File: src/rtl/stack_ctrl.sv
// stack_ctrl: hardware stack sequencer for PUSH/POP/CALL/RET over a 16-bit memory port
//   clk, rst_b (async, active-high) | start, op, data_in, pc_in, target: request
//   sp_val: external stack pointer; sp_inc/sp_dec: one-cycle step pulses
//   mem_req/mem_we/mem_addr/mem_wdata/mem_rdata/mem_ack: held-request memory handshake
//   busy, done, err, data_out, pc_ld, pc_out: status and results
module stack_ctrl #(
  parameter int DEPTH = 256
) (
  input  logic        clk,
  input  logic        rst_b,
  input  logic        start,
  input  logic [1:0]  op,
  input  logic [15:0] data_in,
  input  logic [15:0] pc_in,
  input  logic [15:0] target,
  input  logic [15:0] sp_val,
  output logic        sp_inc,
  output logic        sp_dec,
  output logic        mem_req,
  output logic        mem_we,
  output logic [15:0] mem_addr,
  output logic [15:0] mem_wdata,
  input  logic [15:0] mem_rdata,
  input  logic        mem_ack,
  output logic        busy,
  output logic        done,
  output logic        err,
  output logic [15:0] data_out,
  output logic        pc_ld,
  output logic [15:0] pc_out
);
  localparam int CW = $clog2(DEPTH + 1);
  typedef enum logic [2:0] {IDLE, DEC, WR, RD, INC, FIN} state_t;
  state_t state, nxt;
  logic [CW-1:0] cnt;
  logic [1:0]    op_q;
  logic [15:0]   tgt_q;
  logic          err_q;
  logic          bad;
  // op[0] set means a pop-type operation (POP/RET), clear means push-type (PUSH/CALL)
  assign bad = op[0] ? cnt == '0 : cnt == CW'(DEPTH);
  always_ff @(posedge clk or posedge rst_b)
    if (rst_b) state <= IDLE;
    else state <= nxt;
  always_comb begin
    nxt = state;
    case (state)
      IDLE: nxt = !start ? IDLE : bad ? FIN : op[0] ? RD : DEC;
      DEC:  nxt = WR;
      WR:   nxt = mem_ack ? FIN : WR;
      RD:   nxt = mem_ack ? INC : RD;
      INC:  nxt = FIN;
      default: nxt = IDLE;
    endcase
    busy    = state != IDLE;
    sp_dec  = state == DEC;
    sp_inc  = state == INC;
    mem_req = state == WR || state == RD;
    mem_we  = state == WR;
    done    = state == FIN;
    err     = done & err_q;
    pc_ld   = done & ~err_q & op_q[1];
    pc_out  = !pc_ld ? '0 : op_q[0] ? data_out : tgt_q;
  end
  always_ff @(posedge clk or posedge rst_b)
    if (rst_b) begin
      cnt       <= '0;
      op_q      <= '0;
      tgt_q     <= '0;
      err_q     <= 1'b0;
      mem_addr  <= '0;
      mem_wdata <= '0;
      data_out  <= '0;
    end else begin
      // the push address is the pre-decrement pointer minus one; pops read at the pointer itself
      if (state == IDLE && start) begin
        op_q      <= op;
        tgt_q     <= target;
        err_q     <= bad;
        mem_addr  <= op[0] ? sp_val : sp_val - 16'd1;
        mem_wdata <= op[1] ? pc_in : data_in;
      end
      if (state == RD && mem_ack) data_out <= mem_rdata;
      if (state == FIN && !err_q) cnt <= op_q[0] ? cnt - 1'b1 : cnt + 1'b1;
    end
endmodule

File: config.mk
export PLATFORM = sky130hd
export DESIGN_NAME = stack_ctrl
export DESIGN_NICKNAME = d
export VERILOG_FILES = /design/src/rtl/stack_ctrl.sv
export SDC_FILE = /design/constraint.sdc
export NUM_CORES = 1
export LEC_CHECK = 0
export CORE_ASPECT_RATIO = 0.75
export CORE_MARGIN = 2
export CORE_UTILIZATION = 48
export DETAILED_ROUTE_END_ITERATION = 16
export GPL_ROUTABILITY_DRIVEN = 0
export PLACE_DENSITY_LB_ADDON = 0.05
export SLEW_MARGIN = 10
export SYNTH_ARGS = -nofsm -noshare
export SYNTH_HDL_FRONTEND = slang
export SYNTH_SLANG_ARGS = --single-unit
File: constraint.sdc
create_clock -name clk -period 7.25 [get_ports clk]
set_clock_uncertainty 0.1 [all_clocks]
set_input_delay 1.0875 -clock clk [delete_from_list [all_inputs] [get_ports clk]]
set_output_delay 1.0875 -clock clk [all_outputs]
set_load 0.03 [all_outputs]
; After elaboration in Yosys (flattened, before gate mapping)
; Cells that the tools add are included.
[totals]
ff_bits = 79
in_bits = 86
out_inout_bits = 72
elab_cells = 41
[op_classes]
addsub = 3
eq_ne = 6
mux = 12
bitwise = 4
reduce_logical = 8
[op_table]
columns = operator, count
row1 = $mux 16, 4
row2 = $sub 16x1->16 const B, 1
row3 = $pmux 3 s5, 1
row4 = $mux 3, 4
row5 = $add 9x1->9 const B, 1
row6 = $eq 9x9->1 const B, 1
row7 = $logic_not 9->1, 1
row8 = $mux 9, 1
row9 = $sub 9x1->9 const B, 1
row10 = $eq 3x2->1 const B, 2
row11 = $eq 3x3->1 const B, 2
row12 = $and 1x1->1, 3
row13 = $eq 3x1->1 const B, 1
row14 = $logic_and 1x1->1, 3
row15 = $logic_not 3->1, 1
row16 = $reduce_bool 3->1, 1
row17 = $mux 2, 1
row18 = $logic_not 1->1, 1
row19 = $logic_or 1x1->1, 1
row20 = $mux 1, 1
row21 = $not 1->1, 1

; Depth between registers and ports, before layout
; Gate-level depths: netlist of run 1.
[depth]
depth_word = 5
mapped_depth = 8

; Worst setup path after synthesis of run 1
; No wires, ideal clock.
[synth_path]
path_kind = reg-to-output
from = register state[1]
to = output port pc_out[10]
arrival_time_ns = 1.902
t_required_ns = 6.062
setup_slack_ns = 4.160
path_stages_with_launch = 7
path_buffers = 2
path_cell_list = dfrtp_1 -> buf_2 -> and3b_1 -> nor2b_1 -> nand2_1 -> clkbuf_1 -> nor2_1
[synth_via]
elab_chain_len = 4
[synth_lines]
columns = item, line
row1 = from (decl), 34  ; state_t state, nxt;
row2 = from (signal assigned), 44  ; else state <= nxt;
row3 = $eq 3x3->1, 60  ; done = state == FIN;
row4 = named net done, 26  ; output logic done,
row5 = $and 1x1->1 (2 in series), 62  ; pc_ld = done & ~err_q & op_q[1];
row6 = $mux 16, 63  ; pc_out = !pc_ld ? '0 : op_q[0] ? data_out : tgt_q;
row7 = to (decl), 30  ; output logic [15:0] pc_out
; The timed path passes the listed nets, and every way through them passes these cells.

; Worst setup path after layout of run 1
[layout_path]
from = register state[0]
to = output port pc_out[7]
[layout_via]
elab_chain_len = 4
[layout_lines]
columns = item, line
row1 = $eq 3x3->1, 60
row2 = $and 1x1->1 (2 in series), 62
row3 = $mux 16, 63
; No other way between the ends.

==> flow_metrics.tcl, run 1 <==
set metrics [dict create \
    synth.top_cell.area_share_pct 48.6 \
    finalHoldViolCount 0 \
    post_cts_buffers 0 \
    tritoncts_num_sinks 79 \
    path_clk_slew_ns 0.06 \
    core_area_um2 8350 \
    post_synth_cell_types 51 \
    drt_drc_violations_left 0 \
    routedWlPerCell_um 14.9 \
    post_synth_fa_ha_maj_area_fraction_pct 2.95 \
    diodes 0 \
    avgSynthCellArea_um2 9.73 \
    timing.final.max_slew_violations 0 \
    grt_remaining_overflow 0 \
    synth_top_area_cell "dfrtp_1" \
    setup_tns_ns 0 \
    hold-worst-slack_ns 0.375 \
    netlist_instances 418 \
    yosys.area_share.xor_xnor_pct 4.52 \
    drt_first_iter_violations 112 \
    holdCritPathClass "flop to flop" \
    outcome "finished clean" \
    synthesis.nets 513 \
    initial_core_util_pct 48.8 \
    fin_total_pwr_mw 2.49 \
    row_count 29 \
    nNetsFinal 662 \
    timing.final.crit_share_pct 52.2 \
    period_needed_ns 3.78 \
    route.final.wire_length_um 10100 \
    synth_compound_area_share_pct 9.53 \
    worstPathArrival_ns 2.60 \
    syn-cell-area_um2 4070 \
    cp.required_ns 6.06 \
    regToRegSetupSlack_ns 4.55 \
    grt_pass1_vias 3392 \
    first_pass_iters 4 \
    pin_count_of_the_biggest_net_entering_global_routing 82 \
    power.static_leakage_nw 2.61 \
    yosysSeqAreaShare_pct 48.6 \
    irDropWorstVdd_mv 0.237 \
    grt.total_usage_pct 23.4 \
    placed_wire_length_estimate_um 7260 \
    grt_first_pass_wirelength_um 16600 \
    io_pins 158 \
    clock-root-buffer "clkbuf_16" \
    cp_launch_type "flop" \
    max_slew.worst_pin.slew_ns 1.07 \
    die-width_um 110 \
    synth.area.mux_share_pct 12.3 \
    number_of_buffers_on_the_longest_clock_path 2 \
    portBuffers 157 \
    antenna_found_initial 0 \
    max_freq_ghz 0.264 \
    avgViaCountPerCell 5.05 \
    post_cts.resized_instances 0 \
    critical_path.endpoint_type "output port" \
    power_density_nw_per_um2 417 \
    combinational_family_with_the_most_area_after_synthesis "simple AND/OR/NAND/NOR gates" \
    post_synth_main_area_contributors "dfrtp_1 (49%), nand2_1 (9.2%), mux2i_1 (7.9%)" \
    final_cell_mix "clkdlybuf4s50_1 (157), nand2_1 (99), dfrtp_1 (79)" \
    finalNonFillerCells 680 \
    report.final.setup_viol 0 \
    ys_warn_count 0 \
    hold_buffer_count_at_cts 0 \
    number_of_levels_in_the_clock_h_tree 3 \
    tritoncts_clock_tree "built" \
    grt_setup_unrepaired "no" \
    layout-area-overhead-vs-synth_pct 47.0 \
    crit_type "flop to output port" \
    numCtsBuffers 9 \
    die_area_um2 9240 \
    max-slew-margin-rel_pct 28.1 \
    crit_path_max_fanout 17 \
    post_synthesis_simple_gate_area_fraction_pct 18.8 \
    fraction_of_final_layout_cells_with_drive_strength_greater_than_1_pct 6.47 \
    die_boundary_height_um 83.7 \
    ant_nets 0 \
    num_vias 3435 \
    placedCellCount 664 \
    mostFrequentLayoutCell "clkdlybuf4s50_1" \
    clock_insertion_delay_worst_skew_ns 0.33 \
    cap_violations 0 \
    ys_seq_elements 79 \
]
## layout make-up
cell class              instances  area, µm²
inverters                      10       38.8
clock inverters                 3       17.5
flip-flops and latches         79       1980
fillers                       670       2360
repair buffers                160       1590
multi-input cells             307       1960
clock buffers                  13        260
well taps                     108        135
## cell usage after synthesis, drive strengths merged
cell type  count
nand2        100
dfrtp         79
o21ai         39
mux2i         32
nor2          24
mux2          16
clkbuf        15
xnor2         12
nor4          10
inv            9
xor2           9
a21oi          8
ha             8
buf            7
nand3          7
and2           4
o21a           4
nor3           3
or3            3
a211oi         2
a311oi         2
nand2b         2
nor2b          2
nor3b          2
o31ai          2
a2111o         1
a211o          1
a21o           1
a31oi          1
and2b          1
and3b          1
and4           1
clkinv         1
fa             1
nand4          1
nand4bb        1
o211ai         1
o221ai         1
o31a           1
o32ai          1
or4            1
or4b           1
## through the flow
stage | setup WS, ns | cell area (µm²) | utilization, %
finish | 3.47 | 5980 | 71.7
global route | 3.27 | 5980 | 71.7
CTS | 3.45 | 5980 | 71.7
detailed placement | 3.81 | 5710 | 68.4
global placement | 3.95 | 5710 | 68.4
floorplan | 4.04 | 4070 | -
## sequential cells by signal (all words and copies together) (netlist names)
register	flops
mem_wdata	16
mem_addr	16
tgt_q	16
state	3
cnt	9
data_out	16
op_q	2
err_q	1
## where the power goes
group	switching, mW	internal, mW	leakage (nW)	total (mW)
sequential	0.160	0.648	0.977	0.808
combinational	0.713	0.551	1.50	1.26
clock	0.173	0.250	0.136	0.423
total	1.05	1.45	2.61	2.49
## worst paths after layout
check / start / to / depth (start not counted)
max in group asynchronous: rst_b / cnt[2] / 3
min in group asynchronous: rst_b / mem_wdata[2] / 3
worst min register to register: tgt_q[13] / tgt_q[13] / 2
worst max register to register: op_q[0] / cnt[6] / 7
worst max-delay path: state[0] / pc_out[7] / 5
worst min-delay path: tgt_q[13] / tgt_q[13] / 2
## metal layers
metal	global-route usage (%)	part of all wire [%]	up-vias	wire length [µm]
met5	0	0	-	0
met2	38.4	47	113	4800
met3	9.29	9.4	9	949
met1	29.1	42	1594	4300
met4	5.23	0.86	0	87
li1	-	-	1719	-
## cell families after synthesis
logic type,after synthesis
adders and majority gates,9
and+or+nand+nor,164
AOI/OAI and AO/OA,65
muxes,48
xor gates and xnor gates,21
DFF,79
buffers and inverters,32
## critical path: stages (launching register included)
cell and delay (ns):
dfrtp_1 0.54, and3b_1 0.25, nor2b_1 0.13, nand2_1 0.39
nor2_1 0.24, clkdlybuf4s50_1 0.70
Power figures use the tool's default switching activity.
==> inputs of run 2 (changes only) <==
CORE_UTILIZATION = 40   (was 48)
clock period = 3.3 ns   (was 7.25 ns; I/O delays follow)
==> flow_metrics.tcl, run 2 (same netlist as run 1, synthesis figures left out) <==
set metrics [dict create \
    cp_launch_type "flop" \
    power_density_nw_per_um2 920 \
    seq_area_um2 1980 \
    number_of_buffers_on_the_longest_clock_path 2 \
    initial_core_util_pct 41.6 \
    critical_path.max_stage_delay_ns 0.70 \
    crit_path_max_fanout 17 \
    max_freq_ghz 0.327 \
    ant_nets 0 \
    fill_cells 853 \
    drt_drc_violations_left 0 \
    critical_path.n_buffers_inverters 1 \
    final_cell_mix "clkdlybuf4s50_1 (157), nand2_1 (98), dfrtp_1 (79)" \
    outcome "finished clean" \
    total_switching_power_mw 2.34 \
    worstPathArrival_ns 2.47 \
    finalHoldViolCount 0 \
    postPlaceCellArea_um2 5810 \
    avgViaCountPerCell 4.96 \
    nNetsFinal 667 \
    core_area_um2 9770 \
    grt_first_pass_wirelength_um 17400 \
    portBuffers 157 \
    max_slew.worst_pin.slew_ns 0.697 \
    drt_first_iter_violations 128 \
    comb_power_share_pct 50.3 \
    route.final.wire_length_um 10700 \
    grt_remaining_overflow 0 \
    setup_tns_ns 0 \
    clock_insertion_delay_worst_skew_ns 0.33 \
    cap_violations 0 \
    path_clk_slew_ns 0.06 \
    irDropWorstVdd_mv 0.487 \
    report.final.setup_viol 0 \
    num_vias 3518 \
    mostFrequentLayoutCell "clkdlybuf4s50_1" \
    numCtsBuffers 9 \
    fin_util_pct 62.6 \
    hold_buffer_count_at_cts 0 \
    p_int_mw 3.30 \
    grt_pass1_vias 3483 \
    routedWlPerCell_um 15.1 \
    holdCritPathClass "flop to flop" \
    postLayoutCellArea_um2 6120 \
    hold-worst-slack_ns 0.377 \
    pin_count_of_the_biggest_net_entering_global_routing 70 \
    period_needed_ns 3.06 \
    tritoncts_num_sinks 79 \
    crit_chain "and3b_1 > nor2b_1 > nand2_2 > nor2_1 > clkdlybuf4s50_1" \
    critical_path.endpoint_type "output port" \
    multi_input_comb_area_um2 1960 \
    diodes 0 \
    cp.required_ns 2.70 \
    power_switching_share_pct 41.5 \
    power.share.sequential_pct 31.6 \
    tritoncts_clock_tree "built" \
    die-width_um 120 \
    io_pins 158 \
    layout-area-overhead-vs-synth_pct 50.5 \
    max-slew-margin-rel_pct 53.5 \
    timing.final.max_slew_violations 0 \
    grt_setup_unrepaired "no" \
    power.static_leakage_nw 2.67 \
    clock-root-buffer "clkbuf_16" \
    critPathTopFamily "simple AND/OR/NAND/NOR gates" \
    fraction_of_final_layout_cells_with_drive_strength_greater_than_1_pct 7.80 \
    power.share.clock_pct 18.1 \
    number_of_levels_in_the_clock_h_tree 3 \
    die_area_um2 11000 \
    row_count 31 \
    crit_type "flop to output port" \
    placed_wire_length_estimate_um 7930 \
    timing.final.crit_share_pct 92.8 \
    first_pass_iters 4 \
    die_boundary_height_um 91.3 \
    slowest_stage "clkdlybuf4s50_1" \
    antenna_found_initial 0 \
    grt.total_usage_pct 20.2 \
]
==> run 2: through the flow <==
| step | setup WS, ns | std cells | total power, mW |
|---|---|---|---|
| after floorplan | 0.682 | 418 | 3.51 |
| after global placement | 0.575 | 693 | 4.56 |
| after detailed placement | 0.387 | 693 | 4.64 |
| after CTS | 0.0226 | 709 | 5.69 |
| after global routing | 0.107 | 709 | 6.01 |
| final | 0.238 | 709 | 5.63 |
==> run 2: repair_timing <==
action | in CTS | in global routing
endpoints found under the setup margin | 0 | 16
resized for setup | 0 | 1
buffers inserted | 0 | 0
==> run 2: cell type report <==
type / instances / share of cell area (%)
clock inverters: 5 / 0.920
inverters: 10 / 0.634
well taps: 132 / 2.70
clock buffers: 11 / 4.13
repair buffers: 165 / 27.3
multi-input cells: 307 / 32.1
flip-flops and latches: 79 / 32.3
==> run 2: routing by layer <==
metal  part of all wire, %  global-route usage, %  vias to the layer above
met4                   1.4                   6.40                        0
met2                    45                   31.7                      121
li1                      -                      -                     1745
met5                     0                      0                        -
met3                   8.8                   8.29                       12
met1                    45                   25.3                     1640
==> run 2: tightest hold or removal path: cells and delay by family (launching register included) <==
kind | cells | cell delay (ns)
flip-flops | 1 | 0.34
AND/OR/NAND/NOR | 2 | 0.10
==> run 2: power by group through the flow <==
stage               Combinational [mW]  Sequential, mW  Clock (mW)
detailed placement                2.85            1.79           0
global route                      3.08            1.84        1.09
global placement                  2.80            1.76           0
floorplan                         1.28            2.23           0
CTS                               2.86            1.78        1.04
finish                            2.83            1.78        1.02
==> run 2: final timing paths <==
check / start / endpoint / slack [ns] / cells after the start
max: state[0] / pc_out[15] / 0.24 / 5
min: tgt_q[13] / tgt_q[13] / 0.38 / 2
max reg2reg: op_q[0] / cnt[6] / 0.75 / 7
min reg2reg: tgt_q[13] / tgt_q[13] / 0.38 / 2
max in group asynchronous: rst_b / data_out[1] / 1.97 / 3
min in group asynchronous: rst_b / data_out[12] / 0.47 / 2
==> inputs of run 3 (changes only) <==
CORE_UTILIZATION = 41   (was 40)
CTS_BUF_LIST = sky130_fd_sc_hd__clkbuf_8   (was unset)
==> flow_metrics.tcl, run 3 (same netlist as run 1, synthesis figures left out) <==
set metrics [dict create \
    io_pins 158 \
    seq_area_um2 1980 \
    numCtsBuffers 9 \
    grt_setup_unrepaired "no" \
    die_area_um2 10700 \
    max-slew-margin-rel_pct 42.1 \
    period_needed_ns 3.09 \
    critical_path.max_stage_delay_ns 0.69 \
    clock_insertion_delay_worst_skew_ns 0.36 \
    core_area_um2 9660 \
    num_vias 3465 \
    postPlaceCellArea_um2 5790 \
    avgViaCountPerCell 4.89 \
    mostFrequentLayoutCell "clkdlybuf4s50_1" \
    layout_setup_ws_ns 0.213 \
    power_density_nw_per_um2 903 \
    placedCellCount 692 \
    grt_pass1_vias 3506 \
    fin_util_pct 62.5 \
    hold_buffer_count_at_cts 0 \
    irDropWorstVdd_mv 0.418 \
    critPathTopFamily "simple AND/OR/NAND/NOR gates" \
    tritoncts_num_sinks 79 \
    critical_path.endpoint_type "output port" \
    fin_total_pwr_mw 5.45 \
    diodes 0 \
    grt_remaining_overflow 0 \
    setup_tns_ns 0 \
    power.static_leakage_nw 2.63 \
    holdCritPathClass "flop to flop" \
    first_pass_iters 4 \
    number_of_buffers_on_the_longest_clock_path 2 \
    fraction_of_final_layout_cells_with_drive_strength_greater_than_1_pct 7.64 \
    crit_path_max_fanout 17 \
    post_cts_buffers 0 \
    finalHoldViolCount 0 \
    routedWlPerCell_um 14.9 \
    drt_drc_violations_left 0 \
    max_freq_ghz 0.324 \
    timing.final.max_slew_violations 0 \
    ant_nets 0 \
    path_clk_slew_ns 0.08 \
    nNetsFinal 666 \
    cp.required_ns 2.70 \
    outcome "finished clean" \
    multi_input_comb_area_um2 1960 \
    pin_count_of_the_biggest_net_entering_global_routing 52 \
    critical_path.n_buffers_inverters 1 \
    layout-area-overhead-vs-synth_pct 48.4 \
    drt_first_iter_violations 156 \
    die-width_um 119 \
    worstPathArrival_ns 2.49 \
    antenna_found_initial 0 \
    crit_chain "and3b_1 > nor2b_1 > nand2_2 > nor2_1 > clkdlybuf4s50_1" \
    fill_cells 820 \
    grt.total_usage_pct 20.6 \
    grt_first_pass_wirelength_um 17500 \
    max_slew.worst_pin.slew_ns 0.866 \
    report.final.setup_viol 0 \
    cp_launch_type "flop" \
    finalNonFillerCells 708 \
    place_ws_ns 0.422 \
    postLayoutCellArea_um2 6040 \
    initial_core_util_pct 42.1 \
    final_cell_mix "clkdlybuf4s50_1 (157), nand2_1 (98), dfrtp_1 (79)" \
    tritoncts_clock_tree "built" \
    portBuffers 157 \
    hold-worst-slack_ns 0.376 \
    cap_violations 0 \
    die_boundary_height_um 90.3 \
    number_of_levels_in_the_clock_h_tree 3 \
    route.final.wire_length_um 10500 \
    row_count 31 \
    slowest_stage "clkdlybuf4s50_1" \
    crit_type "flop to output port" \
    placed_wire_length_estimate_um 7930 \
    clock-root-buffer "clkbuf_8" \
    timing.final.crit_share_pct 93.5 \
]
run 3: changes by cell type in the layout (fill, tap and decap cells not counted):
cell,delta
buf_12,-1
bufinv_16,+2
clkbuf_16,-9
clkbuf_8,+8
clkinv_4,-1
run 3: what timing repair did:
item,in CTS,in global routing
resized for setup,0,1
setup endpoints to repair,0,17
hold endpoints to repair,0,0
run 3: where the power goes:
group,switching (mW),total [mW],internal (mW)
Sequential,0.325,1.75,1.42
Clock,0.353,0.873,0.520
Combinational,1.60,2.83,1.23
run 3: final timing paths:
kind	from	end	slack, ns	depth (start not counted)
max	state[0]	pc_out[13]	0.21	5
min	tgt_q[14]	tgt_q[14]	0.38	2
max reg2reg	op_q[0]	cnt[6]	1.00	7
max in group asynchronous	rst_b	mem_addr[14]	1.96	3
min reg2reg	tgt_q[14]	tgt_q[14]	0.38	2
min in group asynchronous	rst_b	data_out[12]	0.49	2
run 3: layer usage:
layer  up-vias  wire length (µm)  global-route usage, %
met4         0               106                   6.05
li1       1734                 -                      -
met5         -                 0                      0
met3        11               943                   8.27
met1      1607              4780                   26.4
met2       113              4720                   32.0
run 3: cell type report:
type                    count  share of cell area, %
clock buffers              10                   2.28
clock inverters             6                   1.78
inverters                  10                  0.642
multi-input cells         307                   32.5
flip-flops and latches     79                   32.7
well taps                 132                   2.74
repair buffers            164                   27.3
run 3: tightest hold or removal path, stage by stage, from the launching register on:
cell     delay, ns
dfrtp_1       0.34
nand2_1       0.05
nand2_1       0.05
